### src/rtl/wb_slot_scheduler_if.sv
// Issue-port bundle between the reservation station and the writeback-slot scheduler.
interface wb_slot_scheduler_if #(
  parameter int NUM_PORTS = 3
);
  logic [NUM_PORTS-1:0]   IN_reqValid;
  logic [NUM_PORTS*5-1:0] IN_reqLat;
  logic [NUM_PORTS-1:0]   IN_reqDiv;
  logic [NUM_PORTS*6-1:0] IN_reqSqN;
  logic [NUM_PORTS-1:0]   IN_stall;
  logic                   IN_invalidate;
  logic [5:0]             IN_invalidateSqN;
  logic [NUM_PORTS-1:0]   OUT_grant;
  logic                   OUT_divBusy;

  modport master (
    output IN_reqValid, IN_reqLat, IN_reqDiv, IN_reqSqN, IN_stall,
           IN_invalidate, IN_invalidateSqN,
    input  OUT_grant, OUT_divBusy
  );
  modport slave (
    input  IN_reqValid, IN_reqLat, IN_reqDiv, IN_reqSqN, IN_stall,
           IN_invalidate, IN_invalidateSqN,
    output OUT_grant, OUT_divBusy
  );
endinterface

### src/rtl/wb_slot_scheduler.sv
// Per-port result-bus reservation calendar with same-cycle issue grant.
// Define WB_SLOT_DIV_EN to add shared non-pipelined divider tracking and flush abort.
module wb_slot_scheduler #(
  parameter int NUM_PORTS = 3,
  parameter int HORIZON   = 32
) (
  input  logic clk,
  input  logic rst,
  wb_slot_scheduler_if.slave bus
);
  localparam int PW = (NUM_PORTS > 1) ? $clog2(NUM_PORTS) : 1;

  logic [NUM_PORTS-1:0][4:0]         lat;
  logic [NUM_PORTS-1:0]              base_ok;
  logic [NUM_PORTS-1:0]              grant;
  logic [NUM_PORTS-1:0][HORIZON-1:0] slots, slots_nxt;

  for (genvar p = 0; p < NUM_PORTS; p++) begin : g_port
    assign lat[p] = bus.IN_reqLat[p*5 +: 5];
    // shift-based lookup keeps out-of-range latencies from indexing past the calendar
    assign base_ok[p] = bus.IN_reqValid[p] && !bus.IN_stall[p] && !rst && !bus.IN_invalidate &&
                        (lat[p] != 5'd0) && (32'(lat[p]) < HORIZON) &&
                        ((slots[p] & (HORIZON'(1) << lat[p])) == '0);
  end

`ifdef WB_SLOT_DIV_EN
  logic [4:0]    div_cnt, div_cnt_nxt;
  logic [PW-1:0] div_port, div_sel;
  logic [5:0]    div_sqn, sqn_diff;
  logic          div_hit, abort, div_busy;

  // fixed priority: lowest-indexed eligible divide wins the idle divider
  always_comb begin
    grant   = base_ok;
    div_hit = 1'b0;
    div_sel = '0;
    for (int p = 0; p < NUM_PORTS; p++) begin
      if (base_ok[p] && bus.IN_reqDiv[p]) begin
        if (div_cnt != 5'd0 || div_hit) grant[p] = 1'b0;
        else begin
          div_hit = 1'b1;
          div_sel = PW'(p);
        end
      end
    end
  end

  assign sqn_diff = div_sqn - bus.IN_invalidateSqN;
  assign abort    = bus.IN_invalidate && (div_cnt != 5'd0) && !sqn_diff[5] && (sqn_diff != 6'd0);

  always_comb begin
    div_cnt_nxt = div_cnt;
    if (div_hit)               div_cnt_nxt = lat[div_sel] - 5'd1;
    else if (abort)            div_cnt_nxt = 5'd0;
    else if (div_cnt != 5'd0)  div_cnt_nxt = div_cnt - 5'd1;
  end

  always_ff @(posedge clk) begin
    if (rst) begin
      div_cnt  <= 5'd0;
      div_port <= '0;
      div_sqn  <= 6'd0;
      div_busy <= 1'b0;
    end else begin
      div_cnt  <= div_cnt_nxt;
      div_busy <= (div_cnt_nxt != 5'd0);
      if (div_hit) begin
        div_port <= div_sel;
        div_sqn  <= bus.IN_reqSqN[div_sel*6 +: 6];
      end
    end
  end

  assign bus.OUT_divBusy = div_busy;
`else
  logic unused_div_inputs;
  assign unused_div_inputs = ^{bus.IN_reqDiv, bus.IN_reqSqN, bus.IN_invalidateSqN};
  assign grant           = base_ok;
  assign bus.OUT_divBusy = 1'b0;
`endif

  assign bus.OUT_grant = grant;

  always_comb begin
    for (int p = 0; p < NUM_PORTS; p++)
      slots_nxt[p] = (slots[p] >> 1) | (grant[p] ? (HORIZON'(1) << (lat[p] - 5'd1)) : '0);
`ifdef WB_SLOT_DIV_EN
    // an aborted divide frees its writeback slot, which sits at div_cnt-1 after the shift
    if (abort)
      slots_nxt[div_port] = slots_nxt[div_port] & ~(HORIZON'(1) << (div_cnt - 5'd1));
`endif
  end

  always_ff @(posedge clk) begin
    if (rst) slots <= '0;
    else     slots <= slots_nxt;
  end
endmodule

### src/flat_wrapper.sv
// flat-port wrapper written by rule: the top's interface ports become plain ports
module wb_slot_scheduler_flat 
#(
  parameter int NUM_PORTS = 3,
  parameter int HORIZON   = 32
)
  (clk, rst, bus_IN_reqValid, bus_IN_reqLat, bus_IN_reqDiv, bus_IN_reqSqN, bus_IN_stall, bus_IN_invalidate, bus_IN_invalidateSqN, bus_OUT_grant, bus_OUT_divBusy);
  wb_slot_scheduler_if #(.NUM_PORTS(NUM_PORTS)) bus_i ();
  input  logic clk;
  input  logic rst;
  input wire logic [$bits(bus_i.IN_reqValid)-1:0] bus_IN_reqValid;
  input wire logic [$bits(bus_i.IN_reqLat)-1:0] bus_IN_reqLat;
  input wire logic [$bits(bus_i.IN_reqDiv)-1:0] bus_IN_reqDiv;
  input wire logic [$bits(bus_i.IN_reqSqN)-1:0] bus_IN_reqSqN;
  input wire logic [$bits(bus_i.IN_stall)-1:0] bus_IN_stall;
  input wire logic [$bits(bus_i.IN_invalidate)-1:0] bus_IN_invalidate;
  input wire logic [$bits(bus_i.IN_invalidateSqN)-1:0] bus_IN_invalidateSqN;
  output wire logic [$bits(bus_i.OUT_grant)-1:0] bus_OUT_grant;
  output wire logic [$bits(bus_i.OUT_divBusy)-1:0] bus_OUT_divBusy;
  assign bus_i.IN_reqValid = bus_IN_reqValid;
  assign bus_i.IN_reqLat = bus_IN_reqLat;
  assign bus_i.IN_reqDiv = bus_IN_reqDiv;
  assign bus_i.IN_reqSqN = bus_IN_reqSqN;
  assign bus_i.IN_stall = bus_IN_stall;
  assign bus_i.IN_invalidate = bus_IN_invalidate;
  assign bus_i.IN_invalidateSqN = bus_IN_invalidateSqN;
  assign bus_OUT_grant = bus_i.OUT_grant;
  assign bus_OUT_divBusy = bus_i.OUT_divBusy;
  wb_slot_scheduler #(.NUM_PORTS(NUM_PORTS), .HORIZON(HORIZON)) u_core (.clk(clk), .rst(rst), .bus(bus_i));
endmodule
### config.mk
export PLATFORM = sky130hd
export DESIGN_NAME = wb_slot_scheduler_flat
export DESIGN_NICKNAME = d
export VERILOG_FILES = /design/src/rtl/wb_slot_scheduler_if.sv /design/src/rtl/wb_slot_scheduler.sv /design/src/flat_wrapper.sv
export SDC_FILE = /design/constraint.sdc
export NUM_CORES = 1
export LEC_CHECK = 0
export BUFFER_PORTS_ARGS = -buffer_cell sky130_fd_sc_hd__clkbuf_2
export CAP_MARGIN = 40
export CORE_MARGIN = 4
export CORE_UTILIZATION = 40
export CTS_CLUSTER_DIAMETER = 30
export CTS_CLUSTER_SIZE = 28
export DETAILED_ROUTE_END_ITERATION = 10
export PLACE_DENSITY = 0.58
export SLEW_MARGIN = 20
export SYNTH_ARGS = -nofsm -noshare
export SYNTH_HDL_FRONTEND = slang
export SYNTH_SLANG_ARGS = --single-unit
### constraint.sdc
create_clock -name clk -period 4.8 [get_ports clk]
set_input_delay 1.2 -clock clk [delete_from_list [all_inputs] [get_ports clk]]
set_output_delay 1.2 -clock clk [all_outputs]
set_load 0.01 [all_outputs]
==> flow_summary_export.csv <==
group,metric,value,unit
status,status,"completed",
yosys,synth_top_cells_by_count,"96 x dfxtp_1, 56 x nand2_1, 53 x o2bb2ai_1",
cts,post_cts_buffers,0,
cts,cts_buffer_depth,2,
cells_and_area,finalNetCount,609,
route,drtPass1Iterations,5,
global_routing,grt_pass1_wl,20900,um
yosys,synth_edf_count,0,
cts,tritoncts,"yes",
cells_and_area,area_growth,10.3,%
global_routing,grt.overflow.total,0,
worst_setup_path,critPathArrivalTime,3030,ps
timing,slew_headroom,53.5,%
global_routing,grt_pass1_vias,4120,
route,route.vias.total,4239,
yosys,yosysMostFrequentCell,"dfxtp_1",
timing,setup-violations-final,0,
timing,skew,8.45,ps
floorplanning,boundaryPins,55,
cts,htreeDepth,3,
timing,hold_viol_final,0,
cts,path_clk_slew,60,ps
cells_and_area,final_layout_size_suffix_gt1_share,12.4,%
timing,min_period,4230,ps
yosys,synthesis.instances,549,
floorplanning,coreArea,0.0116,mm^2
cts,numClockSinks,96,
worst_setup_path,startpoint_type,"primary input",
worst_setup_path,crit_top_cell,"clkbuf_2",
yosys,synth_top_area_cell,"dfxtp_1",
global_routing,grtUsageTotal,18.3,%
floorplanning,num_rows,39,
yosys,synth_area,0.00481,mm^2
timing,tns,0,ps
worst_setup_path,startpoint,"bus_IN_reqLat[10]",
cells_and_area,diodes,0,
flow_run,maxCapViolations,0,
place,placed_cell_area,0.00498,mm^2
worst_setup_path,regToRegSetupSlack,2580,ps
worst_setup_path,critPathBufInv,2,
timing,tightest_slew,698,ps
min_path,min_from,"u_core.slots[20]",
floorplanning,die_area,0.0139,mm^2
cells_and_area,largest-register,"u_core.slots",
yosys,synthFlopType,"dfxtp_1",
route,wl_per_cell,18.0,um
yosys,synth_area_per_cell,8.77,um^2
cts,clk_latency,350,ps
yosys,async_reset_ff_share,0,%
global_routing,grt_antenna_before_repair,0,
cells_and_area,largest_register_ffs,96,
worst_setup_path,crit_slowest_cell,"or4b_1",
timing,period_share,88.1,%
pwr,ir_drop,159,uV
pwr,leakagePower,1.80,nW
worst_setup_path,worstPathRequired,3600,ps
route,remaining_drc_errors,0,
route,wirelength,12600,um
worst_setup_path,path_max_fanout,18,
min_path,min-delay-path-class,"reg -> reg",
worst_setup_path,cp-end-kind,"primary output",
global_routing,grt_max_degree,46,
worst_setup_path,cp_top_family,"simple AND/OR/NAND/NOR gates",
pwr,p_per_area,316,mW/mm^2
cts,cts_buffers,9,
cts,cts_resized,0,
cells_and_area,top_regs,"u_core.slots: 96 flops",
timing,rsz0062_at_grt,"false",
cells_and_area,design_area,0.00531,mm^2
yosys,yosysTopAreaCellShare,39.9,%
route,vias_per_cell,6.06,
yosys,synth_seq_cells,96,
place,gp_congestion,0.951,
cts,cts.hold.buffers_added,0,
cells_and_area,num-fill-cells,1152,
worst_setup_path,cpPeakStageDelay,560,ps
floorplanning,fp.dieH,118,um
route,antenna_left,0,
floorplanning,die_x,118,um
yosys,synth_warnings,0,
timing,finalMaxSlewViolations,0,
place,dpl.hpwl,8650,um
place,preCtsSetupSlack,569,ps
floorplanning,initial_core_util,41.4,%
timing,fmax,236,MHz
place,port_buffers,26,
yosys,yosysUniqueCellTypes,62,
yosys,synth_area_leaders,"dfxtp_1 40%, o2bb2ai_1 9.6%, o32ai_1 4.5%",
timing,final.setup.worst_slack,570,ps
cts,clockRootBuffer,"clkbuf_16",
route,drtIter0Drc,337,
timing,timing.hold.ws,453,ps
worst_setup_path,r2r_start,"u_core.slots[72]",
yosys,syn_nets,606,
worst_setup_path,path_cells,"clkbuf_2 > nor2b_1 > a32oi_1 > o22ai_1 > or4b_1 > o31a_2 > nor2_1 > clkbuf_2",
yosys,yosysSeqAreaShare,39.9,%
worst_setup_path,criticalPathCategory,"in -> out",
==> tightest hold or removal path, stage by stage, from the launching register on <==
cell     delay, ps
dfxtp_1        320
nand2_1         50
o31ai_1         50
==> placed cells by master, fill, tap and decap left out, types with 3 or more instances in the layout <==
| cell type | instances |
|---|---|
| nor2b_1 | 12 |
| a221oi_1 | 4 |
| nand2b_1 | 8 |
| buf_4 | 11 |
| o21ai_0 | 14 |
| ha_1 | 6 |
| or3_1 | 4 |
| o31ai_1 | 5 |
| and3_1 | 6 |
| o32ai_1 | 25 |
| nand4_1 | 12 |
| nand3b_1 | 4 |
| inv_1 | 30 |
| dfxtp_1 | 96 |
| clkbuf_2 | 27 |
| nand3_1 | 28 |
| o2bb2ai_1 | 53 |
| nor3b_1 | 4 |
| a32o_1 | 4 |
| a21oi_1 | 7 |
| a22o_1 | 10 |
| a31oi_1 | 9 |
| clkbuf_16 | 9 |
| mux2i_1 | 11 |
| o22ai_1 | 3 |
| nand2_1 | 56 |
| nor2_1 | 35 |
| mux2_2 | 7 |
| a22oi_1 | 3 |
| nor3_1 | 6 |
==> area by class of cell <==
cell class | instances | area, um^2 | area share, %
Multi-Input combinational cell | 375 | 2550 | 48.0
Sequential cell | 96 | 1920 | 36.2
Timing Repair Buffer | 39 | 245 | 4.62
Clock buffer | 11 | 243 | 4.57
Tap cell | 143 | 179 | 3.37
Inverter | 31 | 116 | 2.19
Clock inverter | 5 | 56.3 | 1.06
==> per-stage QoR <==
step / total power, mW / instances / util (%)
2_1_floorplan: 0.926 / 549 / -
4_1_cts: 1.69 / 698 / 45.4
3_5_place_dp: 0.963 / 682 / 42.9
5_1_grt: 1.74 / 700 / 45.7
6_report: 1.68 / 700 / 45.7
3_3_place_gp: 0.963 / 682 / 42.9
==> logic make-up after synthesis <==
family,share of synthesized area [%]
AOI/OAI and AO/OA,25.8
and+or+nand+nor,20.5
xor gates and xnor gates,0.546
other,0.0779
adders and majority gates,1.56
DFF,39.9
muxes,4.39
buffers and inverters,7.25
==> final timing paths <==
path / cells after the start / to
worst max-delay path: 8 / bus_OUT_grant[2]
worst min-delay path: 2 / u_core.slots[19]
worst max register to register: 6 / u_core.slots[71]
worst min register to register: 2 / u_core.slots[19]
==> power by group <==
group / internal, mW / total [mW] / leakage (nW) / switching, mW
combinational: 0.0436 / 0.152 / 0.880 / 0.108
clock: 0.417 / 0.728 / 0.145 / 0.311
sequential: 0.799 / 0.800 / 0.773 / 0.00138
==> routing by layer <==
metal	part of all wire [%]	global-route usage, %	routed length [um]
met2	45	28.1	5720
met3	5.0	3.70	634
met4	3.3	10.3	415
met5	0	0	0
met1	46	23.9	5820
Note: power is estimated with default switching activity, not from simulation.
